===== config.mk =====
export PLATFORM = sky130hd
export DESIGN_NAME = logic_unit_arbiter
export DESIGN_NICKNAME = d
export VERILOG_FILES = /design/src/rtl/logic_unit_arbiter.sv
export SDC_FILE = /design/constraint.sdc
export NUM_CORES = 1
export LEC_CHECK = 0
export ABC_CLOCK_PERIOD_IN_PS = 2640
export CORE_MARGIN = 2
export CORE_UTILIZATION = 41
export CTS_CLUSTER_DIAMETER = 80
export CTS_CLUSTER_SIZE = 16
export DETAILED_ROUTE_END_ITERATION = 10
export GPL_ROUTABILITY_DRIVEN = 0
export GPL_TIMING_DRIVEN = 0
export PLACE_DENSITY = 0.86
export SLEW_MARGIN = 10
export SYNTH_ARGS = -nofsm -noshare
export SYNTH_HDL_FRONTEND = slang
export SYNTH_SLANG_ARGS = --single-unit

===== constraint.sdc =====
create_clock -name clk -period 2.64 [get_ports clk]
set_input_delay 0.66 -clock clk [delete_from_list [all_inputs] [get_ports clk]]
set_output_delay 0.66 -clock clk [all_outputs]
set_load 0.005 [all_outputs]

===== src/rtl/logic_unit_arbiter.sv =====
// logic_unit_arbiter
//   Round-robin arbiter that lets four requesters share one external
//   bitwise logic unit. A request is accepted in IDLE, its opcode and
//   operands are latched, the shared unit is started with a one-cycle
//   pulse, and the arbiter waits (bounded by TIMEOUT cycles) for the
//   unit's completion before pulsing done for the granted requester.
//
// Parameters
//   WIDTH    operand/result width in bits
//   TIMEOUT  maximum WAIT cycles before the transaction is aborted (1..255)
//
// Ports
//   clk, reset            clock, asynchronous active-high reset
//   req[3:0]              per-requester request
//   req_op[7:0]           2-bit opcode per requester (00 AND, 01 OR, 10 XOR, 11 NOT A)
//   req_a, req_b          per-requester operands, slice [WIDTH*i +: WIDTH]
//   gnt[3:0]              one-hot grant, held ISSUE..RESP, zero in IDLE
//   done[3:0]             one-hot completion pulse during RESP
//   result, err           outcome of the last completed transaction
//   busy                  FSM not in IDLE
//   unit_start            one-cycle start pulse to the shared unit
//   unit_op/unit_a/unit_b latched operation presented to the shared unit
//   unit_done, unit_y     completion and result from the shared unit
module logic_unit_arbiter #(
  parameter int WIDTH   = 8,
  parameter int TIMEOUT = 15
) (
  input  logic               clk,
  input  logic               reset,
  input  logic [3:0]         req,
  input  logic [7:0]         req_op,
  input  logic [4*WIDTH-1:0] req_a,
  input  logic [4*WIDTH-1:0] req_b,
  output logic [3:0]         gnt,
  output logic [3:0]         done,
  output logic [WIDTH-1:0]   result,
  output logic               err,
  output logic               busy,
  output logic               unit_start,
  output logic [1:0]         unit_op,
  output logic [WIDTH-1:0]   unit_a,
  output logic [WIDTH-1:0]   unit_b,
  input  logic               unit_done,
  input  logic [WIDTH-1:0]   unit_y
);

  typedef enum logic [1:0] {IDLE, ISSUE, WAIT, RESP} state_t;

  state_t           state;
  state_t           state_nxt;
  logic [1:0]       ptr;
  logic [7:0]       cnt;
  logic [2:0]       pick;
  logic             sel_vld;
  logic [1:0]       sel_idx;
  logic             timeout_hit;
  logic [1:0]       op_q;
  logic [WIDTH-1:0] a_q;
  logic [WIDTH-1:0] b_q;

  // First set request bit searching upward from p+1, wrapping mod 4.
  // Returns {valid, index}.
  function automatic logic [2:0] rr_pick(input logic [1:0] p, input logic [3:0] r);
    logic [1:0] idx;
    rr_pick = 3'b000;
    for (int k = 1; k <= 4; k++) begin
      idx = p + 2'(k);
      if (r[idx] && !rr_pick[2]) rr_pick = {1'b1, idx};
    end
  endfunction

  assign pick    = rr_pick(ptr, req);
  assign sel_vld = pick[2];
  assign sel_idx = pick[1:0];

  // The counter holds the number of completed WAIT cycles, so the
  // TIMEOUT-th WAIT cycle is the one that sees cnt == TIMEOUT-1.
  assign timeout_hit = (cnt == 8'(TIMEOUT - 1));

  always_ff @(posedge clk or posedge reset) begin
    if (reset) state <= IDLE;
    else       state <= state_nxt;
  end

  always_comb begin
    state_nxt  = state;
    busy       = 1'b0;
    unit_start = 1'b0;
    done       = 4'b0000;
    unit_op    = 2'b00;
    unit_a     = '0;
    unit_b     = '0;
    case (state)
      IDLE: begin
        if (sel_vld) state_nxt = ISSUE;
      end
      ISSUE: begin
        busy       = 1'b1;
        unit_start = 1'b1;
        unit_op    = op_q;
        unit_a     = a_q;
        unit_b     = b_q;
        state_nxt  = WAIT;
      end
      WAIT: begin
        busy    = 1'b1;
        unit_op = op_q;
        unit_a  = a_q;
        unit_b  = b_q;
        if (unit_done || timeout_hit) state_nxt = RESP;
      end
      RESP: begin
        busy      = 1'b1;
        done      = gnt;
        unit_op   = op_q;
        unit_a    = a_q;
        unit_b    = b_q;
        state_nxt = IDLE;
      end
      default: state_nxt = IDLE;
    endcase
  end

  // Control registers: grant, priority pointer, wait counter, outcome.
  always_ff @(posedge clk or posedge reset) begin
    if (reset) begin
      gnt    <= 4'b0000;
      ptr    <= 2'd3;
      cnt    <= 8'd0;
      result <= '0;
      err    <= 1'b0;
    end else begin
      case (state)
        IDLE: begin
          if (sel_vld) gnt <= 4'b0001 << sel_idx;
        end
        ISSUE: begin
          cnt <= 8'd0;
        end
        WAIT: begin
          cnt <= cnt + 8'd1;
          // unit_done wins over a coincident timeout
          if (unit_done) begin
            result <= unit_y;
            err    <= 1'b0;
          end else if (timeout_hit) begin
            result <= '0;
            err    <= 1'b1;
          end
        end
        RESP: begin
          ptr <= (gnt[1] ? 2'd1 : 2'd0) | (gnt[2] ? 2'd2 : 2'd0) | (gnt[3] ? 2'd3 : 2'd0);
          gnt <= 4'b0000;
        end
        default: ;
      endcase
    end
  end

  // Operand latch: only meaningful while busy, outputs are gated to zero
  // otherwise, so no reset is needed here.
  always_ff @(posedge clk) begin
    if (state == IDLE && sel_vld) begin
      op_q <= req_op[2*sel_idx +: 2];
      a_q  <= req_a[WIDTH*sel_idx +: WIDTH];
      b_q  <= req_b[WIDTH*sel_idx +: WIDTH];
    end
  end

endmodule


# == Yosys cells after proc, flatten, opt, wreduce, memory -nomap -nowiden ==
# Cells that the tools add are included.
# word_totals
reg_bits,43
output_inout_bits,37
wordCells,76
# op_classes
add_sub_neg,4
n_lt_le_gt_ge,4
eq_ne,6
n_shift,4
mux,31
bitwise,2
reduce_logical,16
# ops
operator,count
$shiftx A32 B6 Y8,2
$mux W8,4
$pmux W8 S2,1
$lt A2 B3 Y1 const B,4
$mux W3,4
$mux W2,5
$mux W1,9
$add A8 B1 Y8 const B,1
$bmux W1 S2,4
$eq A8 B4 Y1 const B,1
$mux W4,2
$pmux W2 S4,1
$pmux W4 S2,1
$shiftx A8 B4 Y2,1
$reduce_and A2 Y1,3
$reduce_bool A2 Y1,3
$add A2 B2 Y2 const B,2
$eq A2 B2 Y1 const B,2
$logic_and A1 B1 Y1,4
$ne A2 B2 Y1 const B,2
$shl A1 B2 Y4 const A,1
$logic_not A1 Y1,3
$reduce_or A3 Y1,1
$add A2 B1 Y2 const B,1
5 further kinds,5

# == Depth between registers and ports, before layout ==
# Gate-level depths: netlist of run 1.
# depth
depth_word,16
ltp_mapped,7

# == Worst setup path before layout of run 1 ==
# OpenSTA, ideal clock, no wires.
# synth_timing
kind,register -> register
startpoint,register state[0]
endpoint,"register a_q[0], enable pin"
setup_ns,0.392
arrival_time_ns,1.903
t_required_ns,2.248
setup_slack_ns,0.344
stages_incl_launch_ff,6
path_buffers,1
period_less_slack_ns,2.296
cell_sequence,dfrtp_1 > inv_1 > ha_1 > clkbuf_1 > inv_1 > nor2_1
# synth_via
elab_chain_cells,2
# synth_lines
item,line,text
from (decl),49,state_t state;
from (signal assigned),82,else state <= state_nxt;
$logic_not A2 Y1,163,if (state == IDLE && sel_vld) begin
$logic_and A1 B1 Y1,163,
to (signal assigned),165,a_q <= req_a[WIDTH*sel_idx +: WIDTH];
to (decl),58,logic [WIDTH-1:0] a_q;
# Every way passes these cells.
# A chain may end at the register's enable or synchronous reset.

# == Final worst setup path of run 1 ==
# layout_timing
startpoint,register state[0]
endpoint,output unit_a[5]
# layout_via
elab_chain_cells,3
word_cells_on_any_way,5
classes_between,eq/ne (3); mux (1); reduce/logical (1)
# layout_lines
item,line,text
$eq A2 B2 Y1 or $eq A2 B1 Y1 (tied branches),93,case (state)
$reduce_or A3 Y1 (no line) *,-,
$mux W8 *,93,
to (decl),41,"output logic [WIDTH-1:0] unit_a,"
# Every way passes the cells marked *; elsewhere a longest branch is shown, timed or not.

==> run_results.csv, run 1 <==
group,metric,value,unit
synthesis,synth_cell_types,38,
sta,rsz0062_at_grt,"no",
worst_setup_path,crit_type,"register to output port",
pwr,switchingPower,1.345,mW
pwr,pwr-share-seq,0.310,
synthesis,synthArstFlopShare,0.5814,
layout,fill_cells,537,
sta,min_period,2.582,ns
layout,diodes,0,
synthesis,synth_area_per_cell,8.907,µm²
worst_setup_path,arrival,1.92,ns
run,cap_violations,0,
placed_design,dp_cells,495,
pwr,p_comb_frac,0.577,
routing,num_vias,2579,
min_path,min_path_type,"register to register",
worst_setup_path,start_kind,"register",
pwr,power.total,3.687,mW
layout,final_cell_mix,"clkdlybuf4s50_1 (123), nand2_1 (50), inv_1 (29), nor2_1 (27), dfrtp_1 (23)",
routing,drt_iter0_markers,156,
synthesis,ys.warnings.count,0,
sta,setup_viol,0,
clocking,cts_htree_levels,2,
layout,stdcell_area,0.004078,mm²
pwr,power.density,904.2,mW/mm²
layout,fin_util,0.6496,
global_route,grt_start_max_net_pins,26,
clocking,cts_inserted_buffers,5,
sta,post-route-period-util,0.9779,
routing,wl_met1,3025,µm
worst_setup_path,r2r-start,"ptr[1]",
layout,nets,520,
pwr,ir_drop,0.4880,mV
clocking,insertion_delay,0.30,ns
pwr,leakagePower,1.783,nW
worst_setup_path,timing.critical_path.cells,"inv_1 > ha_2 > buf_4 > nor2b_1 > clkdlybuf4s50_1",
pwr,clock_power_share,0.113,
synthesis,syn-instance-count,294,
floorplan,pin_count,124,
outcome,status,"complete, no violations",
floorplan,dieArea,0.007043,mm²
routing,met3RoutedLength,504,µm
worst_setup_path,worst-r2r-cell-count,6,
worst_setup_path,r2r_end,"op_q[1]",
routing,via_per_inst,5.107,
global_route,first_global_vias,2520,
floorplan,die_x,83.92,µm
clocking,path_clk_slew,0.08,ns
routing,wire_per_inst,14.79,µm
synthesis,synthesis.area,0.002619,mm²
synthesis,synthesis.nets,387,
placed_design,io_buffers,123,
pwr,p_sw_frac,0.3647,
global_route,grt_usage,0.2106,
worst_setup_path,worstSetupEndpoint,"unit_a[5]",
placed_design,place_area,0.003964,mm²
sta,tightest_slew,0.9712,ns
routing,drc,0,
clocking,ctsHoldBuffers,0,
worst_setup_path,endpoint_kind,"output port",
worst_setup_path,critPathMaxStageDelay,0.53,ns
floorplan,die_h,83.92,µm
synthesis,ys_ff_latch,43,
sta,fmax,387.3,MHz
layout,final_common_cell,"clkdlybuf4s50_1",
clocking,cts_root_buffer,"clkbuf_8",
placed_design,hpwl,5725,µm
pwr,internal_power,2.342,mW
floorplan,row_count,29,
floorplan,initial_core_util,0.4172,
sta,hold_viol_final,0,
worst_setup_path,crit_start,"state[0]",
routing,met2WireLength,3819,µm
layout,layoutNonFillerInstCount,505,
routing,dr.pass1.iters,5,
worst_setup_path,r2r_slack,0.43,ns
global_route,overflow,0,
sta,slew_headroom,0.3466,
clocking,cts_buffer_depth,2,
layout,layout-area-overhead-vs-synth,55.71,%
layout,drive_gt1_frac,0.07243,
synthesis,synth-seq-area-share,0.4462,
clocking,cts_sinks,43,
global_route,antenna_found_initial,0,
routing,routed_wl,7467,µm
sta,final_max_slew_viol_count,0,
clocking,cts_tree,"done",
synthesis,synth_enable_flop_cells,18,
synthesis,ys.flop_type,"dfrtp_1",
worst_setup_path,critPathSlowestCell,"clkdlybuf4s50_1",
worst_setup_path,crit_fanout,10,
routing,top_layer,"met4",
routing,detail-route-antenna-nets,0,
sta,skew,0.006603,ns
sta,tns,0,ns
floorplan,coreArea,0.006277,mm²
worst_setup_path,cp.required,1.98,ns
global_route,grt_pass1_wl,11900,µm
[cell type report]
| type | count | area (µm²) | share of cell area |
|---|---|---|---|
| Clock inverter | 3 | 15.01 | 0.003682 |
| Tap cell | 77 | 96.34 | 0.02363 |
| Buffer | 16 | 98.84 | 0.02424 |
| Sequential cell | 43 | 1169 | 0.2866 |
| Timing Repair Buffer | 126 | 1261 | 0.3093 |
| Inverter | 29 | 108.9 | 0.02670 |
| Multi-Input combinational cell | 206 | 1260 | 0.3090 |
| Clock buffer | 5 | 68.82 | 0.01688 |
[synthesized netlist by cell type, types with 2 or more instances]
master / count / area share
buf_6: 3 / 0.013
edfxtp_1: 18 / 0.21
buf_4: 2 / 0.0057
a21oi_1: 3 / 0.0057
nand3_1: 5 / 0.0096
mux2i_1: 2 / 0.0076
inv_1: 29 / 0.042
a22o_1: 8 / 0.027
nor4_1: 2 / 0.0048
a211o_1: 18 / 0.060
nor3_1: 6 / 0.011
a21o_1: 2 / 0.0057
dfrtp_1: 23 / 0.22
and2_1: 6 / 0.014
o21ai_0: 12 / 0.023
clkbuf_1: 8 / 0.011
o22ai_1: 20 / 0.048
nand2b_1: 4 / 0.0096
nor2_1: 28 / 0.040
buf_1: 2 / 0.0029
nor2b_1: 20 / 0.048
dfstp_2: 2 / 0.020
xnor2_1: 2 / 0.0067
ha_1: 6 / 0.029
nand2_1: 50 / 0.072
[power groups by stage]
stage	clock (mW)	sequential [mW]	combinational (mW)
after detailed placement	0	1.16	2.08
after CTS	0.424	1.15	2.11
after floorplan	0	1.14	1.09
after global routing	0.443	1.18	2.31
final	0.415	1.14	2.13
after global placement	0	1.16	2.00
[flip-flops by register name (all words and copies together) (netlist names)]
register and count:
result 8, b_q 8, ptr 2, gnt 4, err 1, a_q 8, op_q 2, state 2
cnt 8
[repair_timing]
action                     in CTS  in global routing
pin swaps                       0                  0
gates resized for setup         5                  4
setup endpoints to repair      18                 13
buffers inserted                0                  2
[per-stage QoR]
stage / worst slack, ns / hold slack (ns)
3_3_place_gp: -0.3986 / 0.4884
2_1_floorplan: 0.3444 / 0.4962
4_1_cts: 0.01486 / 0.5148
5_1_grt: 0.001113 / 0.5317
6_report: 0.05827 / 0.5082
3_5_place_dp: -0.1688 / 0.4908
[layer usage]
metal | track usage | up-vias
li1 | - | 1277
met3 | 0.05143 | 11
met1 | 0.2440 | 1194
met2 | 0.3825 | 97
met4 | 0.06305 | 0
met5 | 0 | -
[how the worst min path moves through the flow]
stage / to / slack, ns / depth (start not counted) / start
after CTS: result[6] / 0.51 / 1 / result[6]
final: result[3] / 0.51 / 1 / result[3]
after global routing: result[1] / 0.53 / 1 / result[1]
after global placement: result[2] / 0.49 / 1 / result[2]
after detailed placement: result[6] / 0.49 / 1 / result[6]
after floorplan: cnt[3] / 0.50 / 1 / cnt[3]
[critical path, delay by kind of cell (launching register included)]
| family | cells | cell delay, ns |
|---|---|---|
| adder cells (fa/ha/maj) | 1 | 0.25 |
| AND/OR/NAND/NOR | 1 | 0.16 |
| buffers and inverters | 3 | 0.82 |
| flip-flops | 1 | 0.40 |
[logic make-up (layout without fill, tap and decap cells)]
family | Yosys count | in the layout | synth area share
simple gates | 125 | 125 | 0.2231
xor+xnor | 2 | 2 | 0.006690
buf+inv | 45 | 179 | 0.07644
flops | 43 | 43 | 0.4462
fa+ha+maj | 6 | 6 | 0.02867
mux | 3 | 3 | 0.01194
compound gates | 70 | 70 | 0.2069
(Power assumes the default switching activity.)
==> run 2: changes to the inputs <==
- CTS_BUF_LIST: unset -> sky130_fd_sc_hd__clkbuf_16
==> run_results.csv, run 2 (synthesized netlist as in run 1, its figures left out) <==
group,metric,value,unit
routing,detail-route-antenna-nets,0,
clocking,cts_htree_levels,2,
sta,post-route-period-util,0.9691,
outcome,status,"complete, no violations",
layout,nets,520,
worst_setup_path,crit_start,"state[0]",
clocking,cts_tree,"done",
routing,drc,0,
min_path,hold_start,"result[3]",
sta,skew,0.003318,ns
global_route,overflow,0,
layout,layout-area-overhead-vs-synth,58.43,%
pwr,leakagePower,1.808,nW
clocking,path_clk_slew,0.06,ns
floorplan,row_count,29,
routing,wire_per_inst,14.94,µm
routing,routed_wl,7544,µm
pwr,ir_drop,0.4720,mV
min_path,min_path_type,"register to register",
sta,setup_viol,0,
placed_design,io_buffers,123,
clocking,cts_buffer_depth,2,
clocking,cts_sinks,43,
clocking,ctsHoldBuffers,0,
floorplan,die_h,83.92,µm
layout,diodes,0,
run,cap_violations,0,
pwr,power.density,936.4,mW/mm²
routing,dr.pass1.iters,4,
floorplan,initial_core_util,0.4172,
clocking,cts_root_buffer,"clkbuf_16",
layout,fill_cells,530,
routing,num_vias,2603,
worst_setup_path,cp.required,1.98,ns
floorplan,pin_count,124,
layout,final_cell_mix,"clkdlybuf4s50_1 (123), nand2_1 (50), inv_1 (29), nor2_1 (27), dfrtp_1 (23)",
floorplan,dieArea,0.007043,mm²
worst_setup_path,arrival,1.90,ns
layout,final_common_cell,"clkdlybuf4s50_1",
sta,tightest_slew,0.9302,ns
sta,whs,0.5033,ns
worst_setup_path,start_kind,"register",
sta,slew_headroom,0.3792,
routing,via_per_inst,5.154,
floorplan,die_x,83.92,µm
global_route,grt_pass1_wl,11920,µm
sta,hold_viol_final,0,
sta,rsz0062_at_grt,"no",
worst_setup_path,crit_type,"register to output port",
placed_design,hpwl,5725,µm
worst_setup_path,endpoint_kind,"output port",
routing,drt_iter0_markers,160,
global_route,antenna_found_initial,0,
layout,fin_util,0.6610,
sta,final_max_slew_viol_count,0,
global_route,grt_usage,0.2113,
sta,fmax,390.9,MHz
global_route,first_global_vias,2520,
clocking,cts_inserted_buffers,5,
clocking,insertion_delay,0.28,ns
worst_setup_path,crit_fanout,10,
layout,drive_gt1_frac,0.07477,
global_route,grt_start_max_net_pins,26,
sta,min_period,2.558,ns
worst_setup_path,r2r-start,"ptr[1]",
floorplan,coreArea,0.006277,mm²
-- run 2: changes by cell type in the layout (fill, tap and decap cells not counted) --
cell,change
nor4_1,-1
clkbuf_16,+5
nor4_2,+1
o211ai_4,+1
clkbuf_8,-5
o211ai_2,-1
-- run 2: area by class of cell --
cell class | instances | area (µm²) | area share
clock inverters | 3 | 15.01 | 0.003619
multi-input cells | 206 | 1275 | 0.3073
plain buffers | 16 | 98.84 | 0.02382
clock buffers | 5 | 125.1 | 0.03016
flip-flops and latches | 43 | 1169 | 0.2817
inverters | 29 | 108.9 | 0.02624
repair buffers | 126 | 1261 | 0.3040
well taps | 77 | 96.34 | 0.02322
-- run 2: what timing repair did --
item | in CTS | in global routing
setup buffers | 0 | 2
setup endpoints to repair | 18 | 17
resized for setup | 5 | 6
pin swaps | 0 | 0
-- run 2: power breakdown --
part           internal (mW)  switching (mW)  leakage [nW]
Sequential              1.02           0.128         0.492
Combinational           1.14           0.996          1.24
Clock                  0.345           0.249        0.0733
Total                   2.51            1.37          1.81
-- run 2: final timing paths --
path | slack [ns] | cells after the start | to
worst max-delay path | 0.08 | 5 | unit_a[5]
max in group asynchronous | 1.18 | 2 | gnt[1]
worst min-delay path | 0.50 | 1 | result[3]
worst min register to register | 0.50 | 1 | result[3]
worst max register to register | 0.51 | 6 | op_q[1]
min in group asynchronous | 0.89 | 2 | result[4]
-- run 2: metrics by stage --
| stage | std cells | power [mW] | area, µm² | worst slack (ns) | setup TNS [ns] |
|---|---|---|---|---|---|
| 3_5_place_dp | 495 | 3.239 | 3964 | -0.1688 | -3.607 |
| 5_1_grt | 505 | 4.137 | 4149 | 0.02479 | 0 |
| 4_1_cts | 503 | 3.864 | 4114 | 0.04120 | 0 |
| 2_1_floorplan | 294 | 2.236 | 2619 | 0.3444 | 0 |
| 6_report | 505 | 3.885 | 4149 | 0.08171 | 0 |
| 3_3_place_gp | 494 | 3.153 | 3946 | -0.3986 | -8.168 |
-- run 2: critical path: stages, from the launching register on --
cell and delay [ns]:
dfrtp_1 0.39, inv_1 0.09, ha_2 0.25, buf_4 0.20, nor2b_1 0.16, clkdlybuf4s50_1 0.53
-- run 2: metal layers --
layer | up-vias | track usage | routed length, µm
met5 | - | 0 | 0
met4 | 0 | 0.05865 | 135
met3 | 17 | 0.05440 | 489
met2 | 96 | 0.3840 | 3882
met1 | 1212 | 0.2448 | 3037
li1 | 1278 | - | -
